[config.mk]
export PLATFORM = sky130hd
export DESIGN_NAME = npc_exec_sequencer
export DESIGN_NICKNAME = d
export VERILOG_FILES = /design/src/rtl/npc_ctrl_pkg.sv /design/src/rtl/npc_opclass.sv /design/src/rtl/npc_exec_sequencer.sv
export SDC_FILE = /design/constraint.sdc
export NUM_CORES = 1
export LEC_CHECK = 0
export ABC_AREA = 1
export ABC_CLOCK_PERIOD_IN_PS = 2240
export BUFFER_PORTS_ARGS = -buffer_cell sky130_fd_sc_hd__buf_2
export CAP_MARGIN = 5
export CORE_AREA = 2 2 119 167
export DETAILED_ROUTE_END_ITERATION = 8
export DIE_AREA = 0 0 121 169
export PLACE_DENSITY = 0.73
export RECOVER_POWER = 100
export SETUP_SLACK_MARGIN = 0.5
export SLEW_MARGIN = 20
export SYNTH_ARGS = -nofsm -noshare
export SYNTH_HDL_FRONTEND = slang
export SYNTH_SLANG_ARGS = --single-unit
[constraint.sdc]
create_clock -name clk -period 2.24 [get_ports clk]
set_clock_uncertainty 0.1 [all_clocks]
set_input_delay 0.336 -clock clk [delete_from_list [all_inputs] [get_ports clk]]
set_output_delay 0.336 -clock clk [all_outputs]
set_load 0.05 [all_outputs]
[src/rtl/npc_ctrl_pkg.sv]
// Shared control constants for the NPC multi-cycle core: FSM state encoding,
// RV32I major opcodes, halt cause codes and the opcode-class record.
package npc_ctrl_pkg;

   typedef enum logic [2:0] {
      ST_IF_REQ   = 3'd0,
      ST_IF_WAIT  = 3'd1,
      ST_ID       = 3'd2,
      ST_EX       = 3'd3,
      ST_MEM_REQ  = 3'd4,
      ST_MEM_WAIT = 3'd5,
      ST_WB       = 3'd6,
      ST_HALT     = 3'd7
   } state_t;

   localparam logic [6:0] OP_LUI    = 7'b0110111;
   localparam logic [6:0] OP_AUIPC  = 7'b0010111;
   localparam logic [6:0] OP_JAL    = 7'b1101111;
   localparam logic [6:0] OP_JALR   = 7'b1100111;
   localparam logic [6:0] OP_BRANCH = 7'b1100011;
   localparam logic [6:0] OP_LOAD   = 7'b0000011;
   localparam logic [6:0] OP_STORE  = 7'b0100011;
   localparam logic [6:0] OP_OPIMM  = 7'b0010011;
   localparam logic [6:0] OP_OP     = 7'b0110011;
   localparam logic [6:0] OP_SYSTEM = 7'b1110011;

   typedef enum logic [1:0] {
      HC_NONE    = 2'd0,
      HC_EBREAK  = 2'd1,
      HC_ILLEGAL = 2'd2,
      HC_TIMEOUT = 2'd3
   } halt_cause_t;

   typedef struct packed {
      logic legal;
      logic is_mem;
      logic writes_rd;
      logic is_trap;
   } opclass_t;

endpackage

[src/rtl/npc_opclass.sv]
// Combinational opcode classifier, shared between the sequencer and the decoder.
module npc_opclass
   import npc_ctrl_pkg::*;
(
   input  logic [6:0] opcode,
   output opclass_t   cls
);

   always_comb begin
      cls = '0;
      case (opcode)
         OP_LUI, OP_AUIPC, OP_JAL, OP_JALR, OP_OPIMM, OP_OP: begin
            cls.legal     = 1'b1;
            cls.writes_rd = 1'b1;
         end
         OP_LOAD: begin
            cls.legal     = 1'b1;
            cls.is_mem    = 1'b1;
            cls.writes_rd = 1'b1;
         end
         OP_STORE: begin
            cls.legal  = 1'b1;
            cls.is_mem = 1'b1;
         end
         OP_BRANCH: cls.legal = 1'b1;
         // Any SYSTEM encoding stops the core; there is no CSR support.
         OP_SYSTEM: cls.is_trap = 1'b1;
         default: cls = '0;
      endcase
   end

endmodule

[src/rtl/npc_exec_sequencer.sv]
// Multi-cycle fetch/decode/memory/commit sequencer with halt handling,
// a memory-wait watchdog and cycle/instret performance counters.
module npc_exec_sequencer
   import npc_ctrl_pkg::*;
#(
   parameter int CNT_W   = 64,
   parameter int TIMEOUT = 16
) (
   input  logic             clk,
   input  logic             rst,
   output logic             imem_req_valid,
   input  logic             imem_req_ready,
   input  logic             imem_rsp_valid,
   input  logic [31:0]      imem_rsp_inst,
   output logic [31:0]      ir,
   output logic             dmem_req_valid,
   input  logic             dmem_req_ready,
   input  logic             dmem_rsp_valid,
   output logic             pc_we,
   output logic             rf_we,
   output logic [2:0]       state,
   output logic             halt,
   output logic [1:0]       halt_cause,
   output logic [CNT_W-1:0] cycle_cnt,
   output logic [CNT_W-1:0] instret_cnt
);

   localparam int WD_W = (TIMEOUT > 1) ? $clog2(TIMEOUT) : 1;

   state_t           state_q, state_d;
   halt_cause_t      cause_q, cause_d;
   logic [31:0]      ir_q;
   logic [WD_W-1:0]  wd_q;
   logic [CNT_W-1:0] cycle_q, instret_q;
   opclass_t         cls;
   logic             wd_hit;
   logic             waiting;

   npc_opclass u_opclass (
      .opcode (ir_q[6:0]),
      .cls    (cls)
   );

   assign waiting = (state_q == ST_IF_WAIT) || (state_q == ST_MEM_WAIT);
   // Last permitted wait cycle; a response arriving in it still wins.
   assign wd_hit  = (wd_q == WD_W'(TIMEOUT - 1));

   always_comb begin
      state_d = state_q;
      cause_d = cause_q;
      case (state_q)
         ST_IF_REQ:   if (imem_req_ready) state_d = ST_IF_WAIT;
         ST_IF_WAIT: begin
            if (imem_rsp_valid) begin
               state_d = ST_ID;
            end else if (wd_hit) begin
               state_d = ST_HALT;
               cause_d = HC_TIMEOUT;
            end
         end
         ST_ID: begin
            if (cls.is_trap) begin
               state_d = ST_HALT;
               cause_d = HC_EBREAK;
            end else if (!cls.legal) begin
               state_d = ST_HALT;
               cause_d = HC_ILLEGAL;
            end else begin
               state_d = ST_EX;
            end
         end
         ST_EX:       state_d = cls.is_mem ? ST_MEM_REQ : ST_WB;
         ST_MEM_REQ:  if (dmem_req_ready) state_d = ST_MEM_WAIT;
         ST_MEM_WAIT: begin
            if (dmem_rsp_valid) begin
               state_d = ST_WB;
            end else if (wd_hit) begin
               state_d = ST_HALT;
               cause_d = HC_TIMEOUT;
            end
         end
         ST_WB:       state_d = ST_IF_REQ;
         ST_HALT:     state_d = ST_HALT;
         default:     state_d = ST_IF_REQ;
      endcase
   end

   always_ff @(posedge clk) begin
      if (!rst) begin
         state_q   <= ST_IF_REQ;
         cause_q   <= HC_NONE;
         ir_q      <= '0;
         wd_q      <= '0;
         cycle_q   <= '0;
         instret_q <= '0;
      end else begin
         state_q <= state_d;
         cause_q <= cause_d;
         if (state_q == ST_IF_WAIT && imem_rsp_valid)
            ir_q <= imem_rsp_inst;
         if (state_d != state_q)
            wd_q <= '0;
         else if (waiting)
            wd_q <= wd_q + WD_W'(1);
         if (state_q != ST_HALT)
            cycle_q <= cycle_q + CNT_W'(1);
         if (state_q == ST_WB)
            instret_q <= instret_q + CNT_W'(1);
      end
   end

   // Outputs decode the registered state only; rst gating keeps them quiet in reset.
   assign imem_req_valid = rst && (state_q == ST_IF_REQ);
   assign dmem_req_valid = rst && (state_q == ST_MEM_REQ);
   assign pc_we          = rst && (state_q == ST_WB);
   assign rf_we          = rst && (state_q == ST_WB) && cls.writes_rd;
   assign state          = state_q;
   assign halt           = (state_q == ST_HALT);
   assign halt_cause     = cause_q;
   assign ir             = ir_q;
   assign cycle_cnt      = cycle_q;
   assign instret_cnt    = instret_q;

endmodule

==> flow_metrics.env, run 1 <==
export IMPL_htree_levels=4
export IMPL_final_common_cell="nand2_1"
export IMPL_die_w_um=121
export IMPL_antenna_found_initial=1
export IMPL_p_sw_mw=3.11
export IMPL_numPortBuffers=207
export IMPL_synth_cell_types=42
export IMPL_initial_core_util_pct=48.9
export IMPL_ctsHoldBuffers=0
export IMPL_min_path_type="in -> reg"
export IMPL_tightestPinTransition_ns=0.710
export IMPL_final_cells=2056
export IMPL_synth_area_sq_mm=0.00929
export IMPL_cts_tree="yes"
export IMPL_hold_viol=0
export IMPL_path_class="in -> out"
export IMPL_placedCellCount=1941
export IMPL_fp_dieH_um=169
export IMPL_vias=11100
export IMPL_die_area_sq_mm=0.0204
export IMPL_yosysWarnings=0
export IMPL_combPwrFrac_pct=25.7
export IMPL_ir_drop_uv=421
export IMPL_grt_max_degree=109
export IMPL_status="finished with violations"
export IMPL_r2r_worst_path_cells=10
export IMPL_syn_nets=1539
export IMPL_relSlewSlack_pct=52.9
export IMPL_p_int_mw=5.57
export IMPL_dp_hpwl_mm=22.7
export IMPL_rsz0062_at_grt="true"
export IMPL_max_cap_viol_count=0
export IMPL_synthToLayoutAreaGrowth_pct=39.0
export IMPL_num_nets_final=1835
export IMPL_synth_cells=1498
export IMPL_groute_usage_overall_pct=29.6
export IMPL_numCtsBuffers=17
export IMPL_min_period_ns=2.01
export IMPL_end_kind="output port"
export IMPL_cp_num_buf_inv=4
export IMPL_synth_seq_cells=169
export IMPL_ant_nets=0
export IMPL_core_sq_mm=0.0190
export IMPL_grt_first_pass_wirelength_mm=48.2
export IMPL_clk_pin_slew_ns=0.07
export IMPL_syn_area_per_cell_sq_um=6.20
export IMPL_swShare_pct=35.9
export IMPL_tns_ns=0
export IMPL_viasPerCell=5.39
export IMPL_row_count=60
export IMPL_io_pins=208
export IMPL_min_period_over_period_pct=89.9
export IMPL_p_clk_share_pct=35.5
export IMPL_insertion_delay_ns=0.43
export IMPL_p_per_area_mw_per_mm2=672
export IMPL_drt_iter0_drc=824
export IMPL_wl_mm=33.0
export IMPL_synth_seq_area_share_pct=36.4
export IMPL_violations="DRC"
export IMPL_path_max_fanout=14
export IMPL_grt_pass1_vias=10100
export IMPL_start_kind="primary input"
export IMPL_fillerInstances=1730
export IMPL_path_cells="clkbuf_1 > clkinv_2 > clkbuf_2 > nor2_4 > buf_8"
export IMPL_drive_gt1_share_pct=28.5
export IMPL_drcViolationCount=3
export IMPL_grt_remaining_overflow=0
export IMPL_clock_sinks=169
export IMPL_firstDrtPassIters=9
export IMPL_seq_power_share_pct=38.9
export IMPL_slew_viol_final=0
export IMPL_cpPeakStageDelay_ns=0.39
export IMPL_crit_cells=5
export IMPL_setup_viol=0
export IMPL_arrival_ns=1.58
export IMPL_cp_slowest_cell="clkbuf_2"
export IMPL_crit_required_ns=1.80
export IMPL_final_cell_mix="nand2_1, nor2_1, clkbuf_1"
export IMPL_p_leak_nw=4.85
export IMPL_routed_wire_length_per_instance_um=16.1
export IMPL_gp_congestion=0.945
export IMPL_clock_path_buffers=2
export IMPL_max_freq_ghz=0.497
export IMPL_min_path_cells=3
export IMPL_cts_root_buf="clkbuf_16"
export IMPL_cpLargestDelayFamily="buffers and inverters"
==> synthesized netlist by cell type, drive strengths merged <==
master	n	area [sq um]
mux2i	1	10.0
ha	3	37.5
nor2	368	1510
o21ba	1	10.0
and2	1	6.26
a21oi	69	345
nand4	37	244
or2	1	6.26
nor3	21	105
clkbuf	18	67.6
a31o	1	8.76
o211ai	3	22.5
nor4	5	31.3
xnor2	10	87.6
a21boi	1	7.51
and3	3	18.8
nand3b	4	30.0
inv	186	698
a21o	2	15.0
a31oi	4	25.0
nand3	85	455
xor2	12	105
o21ai	82	410
dfxtp	169	3380
nor3b	8	65.1
nand2	384	1470
buf	10	50.1
clkinv	2	7.51
o21a	7	52.6
==> cell families (layout without fill, tap and decap cells) <==
kind of cell | count (synthesis) | count (layout) | share of synthesized area [%]
AOI/OAI and AO/OA | 170 | 170 | 9.65
DFF | 169 | 169 | 36.4
adders and majority gates | 3 | 3 | 0.404
buffers and inverters | 216 | 525 | 8.86
other | 0 | 1 | 0
muxes | 1 | 1 | 0.108
xor gates and xnor gates | 22 | 22 | 2.07
and+or+nand+nor | 917 | 917 | 42.5
==> registers in the layout, summed over array words and instances (netlist names) <==
register	count
halt_cause	2
cycle_cnt	64
instret_cnt	64
state	3
ir	32
wd_q	4
==> layer usage <==
layer	up-vias	share of wire (%)	global-route usage (%)
li1	5339	-	-
met1	5121	35	30.6
met2	458	52	54.2
met3	167	5.7	4.92
met4	0	6.8	19.0
met5	-	0	0
==> metrics by stage <==
step / setup slack [ns] / hold slack (ns) / area, sq um / total power [mW] / util, %
final: 0.227 / 0.0549 / 12900 / 8.68 / 68.0
after global routing: 0.141 / 0.0483 / 12900 / 9.03 / 68.0
after CTS: 0.362 / 0.0423 / 12100 / 8.59 / 63.7
after detailed placement: 0.290 / 0.343 / 11000 / 5.32 / 57.7
after global placement: 0.252 / 0.335 / 11000 / 5.29 / 57.7
after floorplan: 0.378 / 0.395 / 9590 / 4.87 / -
==> worst paths after layout <==
path / end / startpoint / slack, ns
hold / removal: ir[28]$_SDFFE_PN0P_ / imem_rsp_inst[28] / 0.05
setup / recovery: imem_req_valid / rst / 0.23
setup reg to reg: cycle_cnt[47]$_SDFFE_PN0N_ / state[0]$_SDFF_PN0_ / 0.27
hold reg to reg: instret_cnt[31]$_SDFFE_PN0N_ / instret_cnt[31]$_SDFFE_PN0N_ / 0.36
==> worst register-to-register path: stages (launching register included) <==
cell and delay [ns]:
dfxtp_4 0.37, nand3_1 0.29, inv_1 0.15, buf_4 0.20, nor3b_1 0.19, nand4_1 0.11
buf_4 0.18, nor2_2 0.13, nand2_1 0.06, nand2_1 0.05, nor2_1 0.04
==> power by group through the flow <==
stage,clock network (mW),registers [mW],logic (mW)
floorplan,0,4.12,0.757
global placement,0,3.43,1.86
detailed placement,0,3.44,1.88
CTS,3.10,3.38,2.11
global route,3.24,3.40,2.39
finish,3.08,3.37,2.23
==> final cells by class <==
type	instances	area [sq um]	share of cell area, %
Multi-Input combinational cell	1113	6010	46.6
Sequential cell	169	3600	27.9
Timing Repair Buffer	305	1650	12.8
Inverter	188	721	5.58
Clock buffer	20	489	3.79
Tap cell	248	310	2.40
Clock inverter	12	125	0.969
Antenna cell	1	2.50	0.0194
==> repair_timing <==
action / 4_1_cts / 5_1_grt
gates resized for setup: 93 / 253
setup buffers: 33 / 49
setup endpoints to repair: 98 / 89
pin swaps: 22 / 100
hold endpoints to repair: 0 / 0
(Power assumes the default switching activity.)
==> inputs of run 2 (changes only) <==
--- a/constraint.sdc
+++ b/constraint.sdc
@@ -4,2 +4,2 @@
 set_output_delay 0.336 -clock clk [all_outputs]
-set_load 0.05 [all_outputs]
+set_load 0.005 [all_outputs]
==> flow_metrics.env, run 2 (synthesis results as in run 1) <==
export IMPL_firstDrtPassIters=6
export IMPL_placedCellCount=1951
export IMPL_min_path_type="in -> reg"
export IMPL_arrival_ns=2.24
export IMPL_p_per_area_mw_per_mm2=604
export IMPL_tns_ns=0
export IMPL_r2r_worst_path_cells=8
export IMPL_pre_cts_ws_ns=0.189
export IMPL_slew_viol_final=0
export IMPL_gp_congestion=0.972
export IMPL_ant_nets=0
export IMPL_path_max_fanout=5
export IMPL_clock_sinks=169
export IMPL_antenna_found_initial=2
export IMPL_die_w_um=121
export IMPL_io_pins=208
export IMPL_fillerInstances=1740
export IMPL_final_cell_mix="nand2_1, nor2_1, inv_1"
export IMPL_initial_core_util_pct=48.9
export IMPL_min_delay_worst_endpoint="ir[3]$_SDFFE_PN0P_"
export IMPL_setup_viol=0
export IMPL_rsz0062_at_grt="true"
export IMPL_insertion_delay_ns=0.43
export IMPL_clk_pin_slew_ns=0.07
export IMPL_grt_first_pass_wirelength_mm=50.5
export IMPL_min_period_over_period_pct=89.8
export IMPL_crit_required_ns=2.47
export IMPL_numCtsBuffers=17
export IMPL_p_leak_nw=5.39
export IMPL_final_area_sq_mm=0.0129
export IMPL_groute_usage_overall_pct=31.1
export IMPL_max_freq_ghz=0.497
export IMPL_path_class="reg -> reg"
export IMPL_clock_path_buffers=2
export IMPL_grt_max_degree=109
export IMPL_grt_remaining_overflow=0
export IMPL_status="complete, no violations"
export IMPL_vias=11200
export IMPL_relSlewSlack_pct=62.2
export IMPL_end_kind="register"
export IMPL_dp_hpwl_mm=23.1
export IMPL_fp_dieH_um=169
export IMPL_synthToLayoutAreaGrowth_pct=39.1
export IMPL_core_sq_mm=0.0190
export IMPL_cts_root_buf="clkbuf_16"
export IMPL_placed_cell_area_sq_mm=0.0107
export IMPL_htree_levels=4
export IMPL_setup_slack_ns=0.228
export IMPL_drive_gt1_share_pct=29.4
export IMPL_start_kind="register"
export IMPL_wl_mm=33.9
export IMPL_hold_start="imem_rsp_inst[3]"
export IMPL_rrSetupSlack_ns=0.23
export IMPL_drcViolationCount=0
export IMPL_min_path_cells=3
export IMPL_grt_pass1_vias=10400
export IMPL_final_cells=2072
export IMPL_cts_tree="yes"
export IMPL_viasPerCell=5.39
export IMPL_fin_hold_ws_ns=0.0521
export IMPL_max_cap_viol_count=0
export IMPL_numPortBuffers=207
export IMPL_r2r_start="cycle_cnt[36]$_SDFFE_PN0N_"
export IMPL_hold_viol=0
export IMPL_ctsHoldBuffers=0
export IMPL_final_common_cell="nand2_1"
export IMPL_tightestPinTransition_ns=0.566
export IMPL_min_period_ns=2.01
export IMPL_die_area_sq_mm=0.0204
export IMPL_num_nets_final=1851
export IMPL_drt_iter0_drc=813
export IMPL_rr_endpoint="cycle_cnt[62]$_SDFFE_PN0N_"
export IMPL_row_count=60
export IMPL_routed_wire_length_per_instance_um=16.3
export IMPL_ir_drop_uv=644
==> run 2: cell count changes in the layout (fill, tap and decap cells not counted), moves of 5 or more <==
| cell | delta |
|---|---|
| inv_1 | +12 |
| dfxtp_4 | -26 |
| dfxtp_2 | -84 |
| nor2_1 | -11 |
| o21ai_1 | -8 |
| buf_2 | +129 |
| buf_6 | +12 |
| o21ai_0 | +12 |
| dfxtp_1 | +110 |
| clkbuf_1 | -121 |
| clkinvlp_4 | +5 |
| nor2_2 | +8 |
| inv_2 | -12 |
==> run 2: layer usage <==
| metal | GRT usage [%] | routed length, um | part of all wire, % |
|---|---|---|---|
| met1 | 31.2 | 11700 | 35 |
| met5 | 0 | 0 | 0 |
| met2 | 57.0 | 17800 | 53 |
| met4 | 21.7 | 2320 | 6.8 |
| met3 | 5.86 | 2060 | 6.1 |
==> run 2: repair_timing <==
action / CTS / global route
resized for setup: 180 / 256
endpoints found under the setup margin: 103 / 126
setup buffers: 36 / 51
endpoints found under the hold margin: 0 / 0
gates cloned: 1 / 0
pin swaps: 44 / 78
==> run 2: layout make-up <==
| class | instances | area (sq um) | area share (%) |
|---|---|---|---|
| multi-input combinational | 1113 | 5980 | 46.2 |
| sequential | 169 | 3400 | 26.3 |
| timing repair buffer | 321 | 1980 | 15.3 |
| inverter | 188 | 724 | 5.61 |
| clock buffer | 18 | 429 | 3.32 |
| tap | 248 | 310 | 2.40 |
| clock inverter | 13 | 100 | 0.774 |
| antenna | 2 | 5.00 | 0.0387 |
==> run 2: critical path, stage by stage, from the launching register on <==
cell	delay, ns
dfxtp_1	0.34
clkbuf_1	0.28
inv_1	0.17
nor3_4	0.29
nand2_4	0.12
nor3_1	0.34
nand4_1	0.14
nand2_1	0.09
nor2_1	0.05
==> run 2: metrics by stage <==
step	total power [mW]	utilization [%]
floorplan	4.12	-
global placement	4.55	56.6
detailed placement	4.58	56.6
CTS	7.54	63.9
global route	8.15	68.0
finish	7.81	68.1
==> run 2: power breakdown <==
group	internal [mW]	switching (mW)
clock network	1.42	1.31
logic	0.776	0.917
registers	3.22	0.168
==> run 2: worst max-delay path by stage <==
stage	start	endpoint	slack (ns)	depth (start not counted)
after detailed placement	cycle_cnt[0]$_SDFFE_PN0N_	cycle_cnt[44]$_SDFFE_PN0N_	0.19	10
after global routing	cycle_cnt[2]$_SDFFE_PN0N_	cycle_cnt[57]$_SDFFE_PN0N_	0.12	11
after floorplan	cycle_cnt[0]$_SDFFE_PN0N_	cycle_cnt[44]$_SDFFE_PN0N_	0.47	10
after CTS	state[0]$_SDFF_PN0_	rf_we	0.41	6
final	cycle_cnt[36]$_SDFFE_PN0N_	cycle_cnt[62]$_SDFFE_PN0N_	0.23	8
after global placement	cycle_cnt[0]$_SDFFE_PN0N_	cycle_cnt[44]$_SDFFE_PN0N_	0.23	10
